File: config.mk
export PLATFORM = sky130hd
export DESIGN_NAME = rst_seq_ce_gen_flat
export DESIGN_NICKNAME = d
export VERILOG_FILES = /design/src/rtl/rst_seq_ce_gen_if.sv /design/src/rtl/rst_seq_ce_gen.sv /design/src/flat_wrapper.sv
export SDC_FILE = /design/constraint.sdc
export NUM_CORES = 1
export LEC_CHECK = 0
export ABC_CLOCK_PERIOD_IN_PS = 7000
export CELL_PAD_IN_SITES_DETAIL_PLACEMENT = 1
export CELL_PAD_IN_SITES_GLOBAL_PLACEMENT = 1
export CORE_ASPECT_RATIO = 0.75
export CORE_MARGIN = 2
export CORE_UTILIZATION = 30
export CTS_BUF_LIST = sky130_fd_sc_hd__clkbuf_2
export CTS_CLUSTER_DIAMETER = 100
export DETAILED_ROUTE_END_ITERATION = 16
export GPL_TIMING_DRIVEN = 1
export MAX_ROUTING_LAYER = met4
export PLACE_DENSITY_LB_ADDON = 0.08
export REMOVE_ABC_BUFFERS = 1
export SLEW_MARGIN = 10
export SYNTH_ARGS = -nofsm -noshare
export SYNTH_HDL_FRONTEND = slang
export SYNTH_SLANG_ARGS = --single-unit
File: constraint.sdc
create_clock -name clk_i -period 7 [get_ports clk_i]
set_clock_uncertainty 0.15 [all_clocks]
set_input_delay 0.7 -clock clk_i [delete_from_list [all_inputs] [get_ports clk_i]]
set_output_delay 0.7 -clock clk_i [all_outputs]
set_load 0.02 [all_outputs]
File: src/rtl/rst_seq_ce_gen_if.sv
// Bundle of soft-reset/divider controls and per-channel reset/enable outputs.
// Combinational only; no latency of its own.
// No backpressure: all signals are level-valued, sampled every clk_i edge.
interface rst_seq_ce_gen_if #(
  parameter int NUM_CH = 4,
  parameter int DIV_W  = 8
);
  logic                    soft_rst_i;
  logic [NUM_CH*DIV_W-1:0] div_i;
  logic [NUM_CH-1:0]       rst_no;
  logic [NUM_CH-1:0]       ce_o;
  logic                    ready_o;

  // Controller side: drives soft reset and divide values, observes resets/enables
  modport master (
    output soft_rst_i, div_i,
    input  rst_no, ce_o, ready_o
  );

  // Generator side
  modport slave (
    input  soft_rst_i, div_i,
    output rst_no, ce_o, ready_o
  );
endinterface

File: src/rtl/rst_seq_ce_gen.sv
// Synchronises reset release, then releases NUM_CH resets in staggered order with per-channel CE ticks.
// rst_no[k] rises T_k = RST_CLK_CYCLES + k*STAGE_GAP edges after the synchronised release edge.
// No backpressure: soft_rst_i wins over any release edge; async rst_ni clears everything at once.
module rst_seq_ce_gen #(
  parameter int NUM_CH         = 4,
  parameter int CNT_W          = 16,
  parameter int RST_CLK_CYCLES = 1000,
  parameter int STAGE_GAP      = 16,
  parameter int SYNC_STAGES    = 2,
  parameter int DIV_W          = 8
) (
  input  logic              clk_i,
  input  logic              rst_ni,
  rst_seq_ce_gen_if.slave   bus
);

  localparam logic [CNT_W-1:0] T_LAST = CNT_W'(RST_CLK_CYCLES + (NUM_CH-1)*STAGE_GAP);

  typedef enum logic [1:0] {
    ST_ASSERT  = 2'd0,
    ST_RELEASE = 2'd1,
    ST_RUN     = 2'd2
  } state_t;

  state_t                        state_q, state_d;
  logic [SYNC_STAGES-1:0]        sync_q;
  logic [CNT_W-1:0]              cnt_q, cnt_d;
  logic                          soft_hold_q;
  logic                          cnt_en;
  logic [NUM_CH-1:0]             rst_q, rst_d;
  logic [NUM_CH-1:0]             ce_q, ce_d;
  logic [NUM_CH-1:0][DIV_W-1:0]  dcnt_q, dcnt_d;
  logic [NUM_CH-1:0][DIV_W-1:0]  div_q, div_d;

  // Reset-deassertion synchroniser; the last stage is the synchronised release
  always_ff @(posedge clk_i or negedge rst_ni) begin
    if (!rst_ni) sync_q <= '0;
    else         sync_q <= {sync_q[SYNC_STAGES-2:0], 1'b1};
  end

  // Release counter, staggered reset release and sequencing FSM next state.
  // soft_hold_q delays counting by one edge so the edge that first samples
  // soft_rst_i low acts as the new synchronised release edge.
  always_comb begin
    cnt_d   = cnt_q;
    rst_d   = rst_q;
    state_d = state_q;
    cnt_en  = sync_q[SYNC_STAGES-1] && !soft_hold_q && (state_q != ST_RUN) && (cnt_q != T_LAST);
    if (bus.soft_rst_i) begin
      cnt_d   = '0;
      rst_d   = '0;
      state_d = ST_ASSERT;
    end else begin
      if (cnt_en) cnt_d = cnt_q + CNT_W'(1);
      for (int k = 0; k < NUM_CH; k++) begin
        if (cnt_d >= CNT_W'(RST_CLK_CYCLES + k*STAGE_GAP)) rst_d[k] = 1'b1;
      end
      case (state_q)
        ST_ASSERT:  if (rst_d[0])        state_d = (&rst_d) ? ST_RUN : ST_RELEASE;
        ST_RELEASE: if (rst_d[NUM_CH-1]) state_d = ST_RUN;
        ST_RUN:                          state_d = ST_RUN;
        default:                         state_d = ST_ASSERT;
      endcase
    end
  end

  // Per-channel divider: count 0..div_q and wrap; CE is registered wrap; divide value reloads on release and wrap
  always_comb begin
    for (int k = 0; k < NUM_CH; k++) begin
      dcnt_d[k] = '0;
      div_d[k]  = '0;
      ce_d[k]   = 1'b0;
      if (!bus.soft_rst_i) begin
        if (rst_q[k]) begin
          if (dcnt_q[k] == div_q[k]) begin
            ce_d[k]   = 1'b1;
            dcnt_d[k] = '0;
            div_d[k]  = bus.div_i[k*DIV_W +: DIV_W];
          end else begin
            dcnt_d[k] = dcnt_q[k] + DIV_W'(1);
            div_d[k]  = div_q[k];
          end
        end else if (rst_d[k]) begin
          div_d[k] = bus.div_i[k*DIV_W +: DIV_W];
        end
      end
    end
  end

  // State, counter, resets and dividers register
  always_ff @(posedge clk_i or negedge rst_ni) begin
    if (!rst_ni) begin
      state_q     <= ST_ASSERT;
      cnt_q       <= '0;
      soft_hold_q <= 1'b0;
      rst_q       <= '0;
      ce_q        <= '0;
      dcnt_q      <= '0;
      div_q       <= '0;
    end else begin
      state_q     <= state_d;
      cnt_q       <= cnt_d;
      soft_hold_q <= bus.soft_rst_i;
      rst_q       <= rst_d;
      ce_q        <= ce_d;
      dcnt_q      <= dcnt_d;
      div_q       <= div_d;
    end
  end

  assign bus.rst_no  = rst_q;
  assign bus.ce_o    = ce_q;
  assign bus.ready_o = (state_q == ST_RUN);

endmodule

File: src/flat_wrapper.sv
// flat-port wrapper written by rule: the top's interface ports become plain ports
module rst_seq_ce_gen_flat 
#(
  parameter int NUM_CH         = 4,
  parameter int CNT_W          = 16,
  parameter int RST_CLK_CYCLES = 1000,
  parameter int STAGE_GAP      = 16,
  parameter int SYNC_STAGES    = 2,
  parameter int DIV_W          = 8
)
  (clk_i, rst_ni, bus_soft_rst_i, bus_div_i, bus_rst_no, bus_ce_o, bus_ready_o);
  rst_seq_ce_gen_if #(.NUM_CH(NUM_CH), .DIV_W(DIV_W)) bus_i ();
  input  logic clk_i;
  input  logic rst_ni;
  input wire logic [$bits(bus_i.soft_rst_i)-1:0] bus_soft_rst_i;
  input wire logic [$bits(bus_i.div_i)-1:0] bus_div_i;
  output wire logic [$bits(bus_i.rst_no)-1:0] bus_rst_no;
  output wire logic [$bits(bus_i.ce_o)-1:0] bus_ce_o;
  output wire logic [$bits(bus_i.ready_o)-1:0] bus_ready_o;
  assign bus_i.soft_rst_i = bus_soft_rst_i;
  assign bus_i.div_i = bus_div_i;
  assign bus_rst_no = bus_i.rst_no;
  assign bus_ce_o = bus_i.ce_o;
  assign bus_ready_o = bus_i.ready_o;
  rst_seq_ce_gen #(.NUM_CH(NUM_CH), .CNT_W(CNT_W), .RST_CLK_CYCLES(RST_CLK_CYCLES), .STAGE_GAP(STAGE_GAP), .SYNC_STAGES(SYNC_STAGES), .DIV_W(DIV_W)) u_core (.clk_i(clk_i), .rst_ni(rst_ni), .bus(bus_i));
endmodule
* Word-level counts from Yosys, hierarchy flattened
Cells that the tools add are included.
** Operators by class
- Multiply operators :: 0
- Multiplexer cells :: 57
- Reductions and logical operators :: 7
- Add/subtract/negate cells :: 5
- Eq/ne operators :: 14
- Shift operators :: 0
- Divide/modulo/power cells :: 0
- Bitwise gates (word level) :: 0
- Magnitude comparators :: 4
** Operator list (count)
- $mux 8 :: 28
- $mux 16 :: 3
- $add 8x1->8 const B :: 4
- $eq 8x8->1 :: 4
- $ge 16x10->1 const B :: 2
- $ge 16x11->1 const B :: 2
- $mux 1 :: 20
- $add 16x1->16 const B :: 1
- $ne 16x11->1 const B :: 1
- $ne 3x3->1 const B :: 5
- $mux 2 :: 4
- $pmux 2 s3 :: 1
- $mux 4 :: 1
- $reduce_and 4->1 :: 1
- $logic_and 1x1->1 :: 3
- $ne 3x2->1 const B :: 1
- $eq 2x1->1 const B :: 1
- $eq 2x2->1 const B :: 1
- $logic_not 2->1 :: 1
- $ne 2x2->1 const B :: 1
- $reduce_and 2->1 :: 1
- $logic_not 1->1 :: 1
** Storage, ports and cells
- Output and inout port bits :: 9
- Memory bits (writable) :: 0
- Word-level logic and storage cells :: 101
- Memory bits (read-only) :: 0
- Input port bits :: 35
- Latch bits :: 0
- Bits in registers :: 93
- Memories :: 0

* Logic depth before layout (Yosys ltp)
Gate-level depths: netlist (run 1).
- Depth after elaboration :: 14
- Gate-level depth with buffers :: 10
- Mapped depth without buffers :: 9

* Least setup slack after synthesis (run 1)
No wires, ideal clock.
- Path type :: register -> register
- Start :: reg u_core.state_q[0]
- End :: reg u_core.state_q[0]
- Required time :: 6.730 ns
- Setup time :: 0.120 ns
- Path buffers :: 0
- Arrival :: 2.491 ns
- Setup slack :: 4.239 ns
- Clock period less this slack :: 2.761 ns
- Cell stages (with the launch flop) :: 10
- Cell sequence :: dfrtp_1 -> inv_1 -> ha_1 -> nand4bb_2 -> nor3_2 -> mux2_4 -> a311oi_4 -> a22o_4 -> a2111oi_2 -> a41o_1
** Between the ends
- Elaborated cells between the ends (all ways) :: 28
- Those cells by class :: 4 x order compare; 5 x eq/ne; 14 x mux; 5 x reduce/logical
** RTL lines
- from (decl) :: RTL line rst_seq_ce_gen.sv:25 : state_t state_q, state_d;
- from (signal assigned) :: RTL line rst_seq_ce_gen.sv:101 : state_q <= state_d;
- $eq 2x2->1
- named net bus_ready_o :: RTL line flat_wrapper.sv:19 : output wire logic [$bits(bus_i.ready_o)-1:0] bus_ready_o;
- $pmux 2 s3 :: RTL line rst_seq_ce_gen.sv:58 : case (state_q)
- $mux 2 :: RTL line rst_seq_ce_gen.sv:49 : if (bus.soft_rst_i) begin
The timed path passes the listed nets, and every way through them passes these cells. The select of a mux whose other input is x is not followed.
A chain may end at the register's enable or synchronous reset.

* Final worst setup path (run 1)
- Start :: reg u_core.state_q[0]
- End :: reg u_core.div_q[12] (netlist name)
** Between the ends
- Word-level cells in the longest chain between the ends :: 12
** RTL lines
- $ne 2x2->1 :: RTL line rst_seq_ce_gen.sv:48 : cnt_en = sync_q[SYNC_STAGES-1] && !soft_hold_q && (state_q != ST_RUN) && (cnt_q != T_LAST);
- $logic_and 1x1->1 (2 in a row) :: RTL line rst_seq_ce_gen.sv:48
- $mux 16 :: RTL line rst_seq_ce_gen.sv:54 : if (cnt_en) cnt_d = cnt_q + CNT_W'(1);
- $mux 16 :: RTL line rst_seq_ce_gen.sv:49
- $ge 16x10->1 :: RTL line rst_seq_ce_gen.sv:56 : if (cnt_d >= CNT_W'(RST_CLK_CYCLES + k*STAGE_GAP)) rst_d[k] = 1'b1;
- $mux 1 :: RTL line rst_seq_ce_gen.sv:56
- $mux 1 :: RTL line rst_seq_ce_gen.sv:49
- $mux 4 :: RTL line rst_seq_ce_gen.sv:49
- $mux 8 :: RTL line rst_seq_ce_gen.sv:83 : end else if (rst_d[k]) begin
- $mux 8 :: RTL line rst_seq_ce_gen.sv:74 : if (rst_q[k]) begin
- $mux 8 :: RTL line rst_seq_ce_gen.sv:73 : if (!bus.soft_rst_i) begin
- to (signal assigned) :: RTL line rst_seq_ce_gen.sv:107 : div_q <= div_d;
- to (decl) :: RTL line rst_seq_ce_gen.sv:33 : logic [NUM_CH-1:0][DIV_W-1:0] div_q, div_d;
No other way between the ends. The select of a mux whose other input is x is not followed.

==> impl_metrics.yaml, run 1 <==
sta:
  fmax_ghz: 0.322
  post-route-period-util_pct: 44.4
  final_max_slew_viol_count: 0
  rsz0062_at_grt: "false"
  final.min_clock_period_ps: 3110
  slew_headroom_pct: 35.7
  fin_worst_hold_slack_ps: 235
  max_slew.worst_pin.slew_ps: 962
  fin_ws_ps: 3890
  setup_viol: 0
  fin_tns_setup_ps: 0
  hold_viol: 0
cells_and_area:
  final_area_mm2: 0.00568
  post-route-util_pct: 35.4
  diodes: 0
  area_delta_synth_final_pct: 14.9
  final_nets: 580
  final_layout_size_suffix_gt1_share_pct: 7.22
  fin_cells: 750
setup_path:
  critical_path_class: "flop to flop"
  end_kind: "flop"
  startpoint_type: "flop"
  cp.required_ps: 7320
  crit_path_max_fanout: 9
  cpMostUsedCell: "nand2_1"
  worstPathArrival_ps: 3430
  path_cells: "inv_1 -> ha_1 -> nand4bb_2 -> nor3_2 -> mux2_4 -> a311oi_1 -> nand2_1 -> nand2_1 -> o22ai_1"
  cp_slowest_cell: "dfrtp_1"
  cpLargestDelayFamily: "simple AND/OR/NAND/NOR gates"
  slowest_delay_ps: 450
  crit_buf_inv: 1
placement:
  place_congestion: 0.759
  dpl.cell_count: 733
  placed_cell_area_mm2: 0.00553
  pre_cts_slack_ps: 3740
  hpwlAfterDp_um: 7950
  port_buffers: 43
yosys:
  yosys-top-cells-count: "93 x dfrtp_1, 56 x xor2_1, 53 x nand2_1, 53 x nor2_1, 47 x inv_1"
  synth-async-reset-ratio_pct: 100
  ys_seq_elements: 93
  ys.flop_type: "dfrtp_1"
  synth.most_common_cell: "dfrtp_1"
  syn-cell-area_mm2: 0.00494
  synthCells: 500
  yosysTopAreaCellShare_pct: 47.1
  synth_cell_types: 60
  yosysWarnings: 0
  synth_area_leader_cell: "dfrtp_1"
  yosysSeqAreaShare_pct: 47.1
  avgSynthCellArea_um2: 9.88
  synth_edf_count: 0
  synth_area_leaders: "dfrtp_1 47%, xor2_1 9.9%, o22ai_1 4.2%"
clock_network:
  root_buffer: "clkbuf_2"
  cts.sinks: 93
  cts.path.max_buffers: 2
  ctsResizeCount: 0
  numCtsBuffers: 9
  clk_pin_slew_ps: 250
  ctsHtreeMaxLevel: 3
  cts.hold.buffers_added: 1
  cts_tree: "done"
  cts_setup_buffers: 0
  clk_latency_ps: 610
detailed_routing:
  wl_met3_um: 315
  drtAntennaViolNets: 0
  drc_errors: 0
  post_drt_via_cell_ratio: 4.69
  post_drt_wl_per_cell_um: 15.1
  drt_first_iter_violations: 103
  routed_wl_um: 11300
  m1WireLength_um: 5820
  vias: 3518
  topRoutingLayerUsed: "met4"
  drtPass1Iterations: 4
  wl_met2_um: 5020
global_route:
  grtUsageTotal_pct: 14.1
  grt_start_max_net_pins: 52
  first_global_vias: 3692
  overflow: 0
  grt_pass1_wl_um: 19100
  antenna_found_initial: 0
job:
  max-cap-violations: 0
power_and_ir_drop:
  total_power_uw: 980
  power.leakage_nw: 2.78
  ir_worst_vdd_mv: 0.0621
  powerDensity_mw_per_mm2: 173
floorplan:
  io_pins: 44
  die_area_mm2: 0.0175
  std_cell_rows: 40
  initial_utilization_pct: 30.8
  core-area_mm2: 0.0161
  die_h_um: 115
  die_w_um: 152
status:
  status: "finished clean"
hold_path:
  hold_path_class: "flop to flop"
## layout by cell type, fill, tap and decap left out, types with 4 or more instances in the layout
cell and instances:
dfrtp_1 93, xor2_1 56, nand2_1 53, nor2_1 53
inv_1 47, clkdlybuf4s50_1 42, o22ai_1 33, nand3_1 25
xnor2_1 18, and3_1 12, nor4_1 10, ha_1 10
clkbuf_2 10, nand4_1 7, and2_1 7, nor3b_1 4
## worst register-to-register path: stages, from the launching register on
cell and delay [ps]:
dfrtp_1 450, inv_1 80, ha_1 260, nand4bb_2 390, nor3_2 310, mux2_4 360
a311oi_1 450, nand2_1 100, nand2_1 330, o22ai_1 140
## logic make-up (layout without fill, tap and decap cells)
logic type	count (synthesis)	count (layout)	share of synthesized area, %
adders and majority gates	10	10	2.53
buffers and inverters	70	110	5.97
and+or+nand+nor	190	190	20.1
muxes	4	4	1.01
DFF	93	93	47.1
xor gates and xnor gates	75	75	13.7
other	1	1	0.0759
AOI/OAI and AO/OA	57	57	9.54
## report_power, final
part | switching, mW | internal, mW | leakage [nW]
clock network | 0.194 | 0.120 | 0.0839
logic | 0.0564 | 0.0559 | 1.41
registers | 0.00814 | 0.546 | 1.29
total | 0.258 | 0.722 | 2.78
## per-layer routing
layer | vias to the layer above | global-route usage (%)
met3 | 9 | 3.28
met1 | 1724 | 19.1
met4 | 0 | 4.30
met5 | - | -
met2 | 37 | 21.1
li1 | 1748 | -
## registers in the layout, indices dropped and copies added, names as in the netlist
register	cells
u_core.sync_q	2
u_core.div_q	32
u_core.bus.rst_no	4
u_core.bus.ce_o	4
u_core.cnt_q	16
u_core.state_q	2
u_core.soft_hold_q	1
u_core.dcnt_q	32
## final cells by class
class                      instances  area [um^2]
fill                            1837        10400
sequential                        93         2330
multi-input combinational        337         2320
timing repair buffer              46          453
tap                              210          263
inverter                          48          180
clock inverter                     6         86.3
clock buffer                      10         50.0
## worst paths after layout
check | depth (start not counted) | slack [ps] | startpoint | end
min in group asynchronous | 2 | 450 | rst_ni | u_core.div_q[3]$_DFFE_PN0P_
setup reg to reg | 9 | 3890 | u_core.state_q[0]$_DFFE_PN0P_ | u_core.div_q[12]$_DFFE_PN0P_
setup / recovery | 9 | 3890 | u_core.state_q[0]$_DFFE_PN0P_ | u_core.div_q[12]$_DFFE_PN0P_
max in group asynchronous | 3 | 5160 | rst_ni | u_core.state_q[0]$_DFFE_PN0P_
hold / removal | 0 | 240 | u_core.sync_q[0]$_DFF_PN0_ | u_core.sync_q[1]$_DFF_PN0_
hold reg to reg | 0 | 240 | u_core.sync_q[0]$_DFF_PN0_ | u_core.sync_q[1]$_DFF_PN0_
Power figures use the tool's default switching activity.
==> run 2: changes to the inputs <==
ABC_CLOCK_PERIOD_IN_PS = 3300   (was 7000)
clock period = 3.3 ns   (was 7 ns; I/O delays follow)
==> impl_metrics.yaml, run 2 (synthesis results as in run 1) <==
status:
  status: "finished clean"
detailed_routing:
  wl_met3_um: 315
  topRoutingLayerUsed: "met4"
  drc_errors: 0
  m1WireLength_um: 5710
  wl_met2_um: 5010
  post_drt_wl_per_cell_um: 14.8
  drtPass1Iterations: 4
  routed_wl_um: 11200
  vias: 3562
  drt_first_iter_violations: 138
  drtAntennaViolNets: 0
  post_drt_via_cell_ratio: 4.71
sta:
  rsz0062_at_grt: "false"
  final.min_clock_period_ps: 3040
  post-route-period-util_pct: 92.1
  final_max_slew_viol_count: 0
  setup_viol: 0
  hold_viol: 0
  max_slew.worst_pin.slew_ps: 893
  fin_tns_setup_ps: 0
  fmax_ghz: 0.329
  slew_headroom_pct: 40.3
setup_path:
  end_kind: "flop"
  crit_path_max_fanout: 9
  critical_path_class: "flop to flop"
  worstPathArrival_ps: 3360
  cp_slowest_cell: "and4bb_1"
  cp.required_ps: 3620
  path_cells: "inv_1 -> ha_1 -> and4bb_1 -> nand4_4 -> mux2_4 -> o31ai_1 -> nand3_1 -> nand2_1 -> o22ai_1"
  startpoint_type: "flop"
  slowest_delay_ps: 550
floorplan:
  initial_utilization_pct: 30.8
  std_cell_rows: 40
  die_w_um: 152
  io_pins: 44
  core-area_mm2: 0.0161
  die_area_mm2: 0.0175
  die_h_um: 115
global_route:
  first_global_vias: 3797
  grt_pass1_wl_um: 19300
  grt_start_max_net_pins: 52
  antenna_found_initial: 0
  grtUsageTotal_pct: 14.3
  overflow: 0
clock_network:
  cts_tree: "done"
  clk_latency_ps: 590
  clk_pin_slew_ps: 260
  ctsHtreeMaxLevel: 3
  cts.sinks: 93
  cts.path.max_buffers: 2
  numCtsBuffers: 9
  root_buffer: "clkbuf_2"
placement:
  place_congestion: 0.720
  port_buffers: 43
  hpwlAfterDp_um: 7960
cells_and_area:
  area_delta_synth_final_pct: 15.8
  diodes: 0
  mostFrequentLayoutCells: "93 x dfrtp_1, 56 x xor2_1, 53 x nor2_1, 51 x nand2_1, 47 x inv_1"
  top_regs: "u_core.dcnt_q x32, u_core.div_q x32, u_core.cnt_q x16"
  final_layout_size_suffix_gt1_share_pct: 8.59
  mostFrequentLayoutCell: "dfrtp_1"
  final_nets: 588
power_and_ir_drop:
  power.leakage_nw: 2.81
  total_power_mw: 1.98
  ir_worst_vdd_mv: 0.161
  powerDensity_mw_per_mm2: 346
job:
  max-cap-violations: 0
hold_path:
  hold_path_class: "input port to async pin"
run 2: changes by cell type in the layout (fill, tap and decap cells not counted), sizes merged:
cell	delta
bufinv	-1
buf	+8
run 2: final cells by class:
| class | instances | area, um^2 |
|---|---|---|
| Tap cell | 210 | 263 |
| Multi-Input combinational cell | 337 | 2320 |
| Inverter | 48 | 180 |
| Timing Repair Buffer | 54 | 526 |
| Fill cell | 1831 | 10300 |
| Clock inverter | 5 | 51.3 |
| Sequential cell | 93 | 2330 |
| Clock buffer | 10 | 50.0 |
run 2: routing by layer:
metal / track usage, % / vias up
li1: - / 1763
met1: 19.0 / 1753
met2: 21.9 / 38
met3: 3.43 / 8
met4: 4.30 / 0
met5: - / -
run 2: worst paths after layout:
path | depth (start not counted) | to | slack (ps) | startpoint
worst min-delay path | 2 | u_core.cnt_q[15]$_DFF_PN0_ | 100 | rst_ni
worst max-delay path | 9 | u_core.div_q[22]$_DFFE_PN0P_ | 260 | u_core.state_q[0]$_DFFE_PN0P_
worst max register to register | 9 | u_core.div_q[22]$_DFFE_PN0P_ | 260 | u_core.state_q[0]$_DFFE_PN0P_
max in group asynchronous | 3 | u_core.dcnt_q[21]$_DFF_PN0_ | 2220 | rst_ni
min in group clk_i | 3 | u_core.div_q[6]$_DFFE_PN0P_ | 110 | bus_div_i[6]
worst min register to register | 0 | u_core.sync_q[1]$_DFF_PN0_ | 240 | u_core.sync_q[0]$_DFF_PN0_
run 2: power by group:
group | internal [mW] | switching [mW]
clock | 0.171 | 0.392
combinational | 0.120 | 0.122
sequential | 1.16 | 0.0165
total | 1.45 | 0.530
run 2: worst max-delay path: cells and delay by family (launching register included):
family / cells / cell delay [ps]
buffers and inverters: 1 / 90
adder cells (fa/ha/maj): 1 / 240
flip-flops: 1 / 460
multiplexers: 1 / 340
AND/OR/NAND/NOR: 4 / 1130
AO/OA/AOI/OAI: 2 / 500
run 2: per-stage QoR:
stage          area (um^2)  std cells  setup WS (ps)  util (%)  hold slack [ps]
6_report              5720        757            261      35.6             98.3
5_1_grt               5720        757           11.6      35.6             23.0
4_1_cts               5690        754            157      35.4             21.7
3_5_place_dp          5580        738            200      34.8              186
3_3_place_gp          5580        738            314      34.8              184
2_1_floorplan         4830        478            500         -             -116
run 2: timing repair:
| item | CTS | global route |
|---|---|---|
| resized for setup | 0 | 2 |
| hold buffers | 1 | 0 |
| setup buffers | 0 | 3 |
| hold endpoints to repair | 93 | 0 |
| setup endpoints to repair | 0 | 26 |
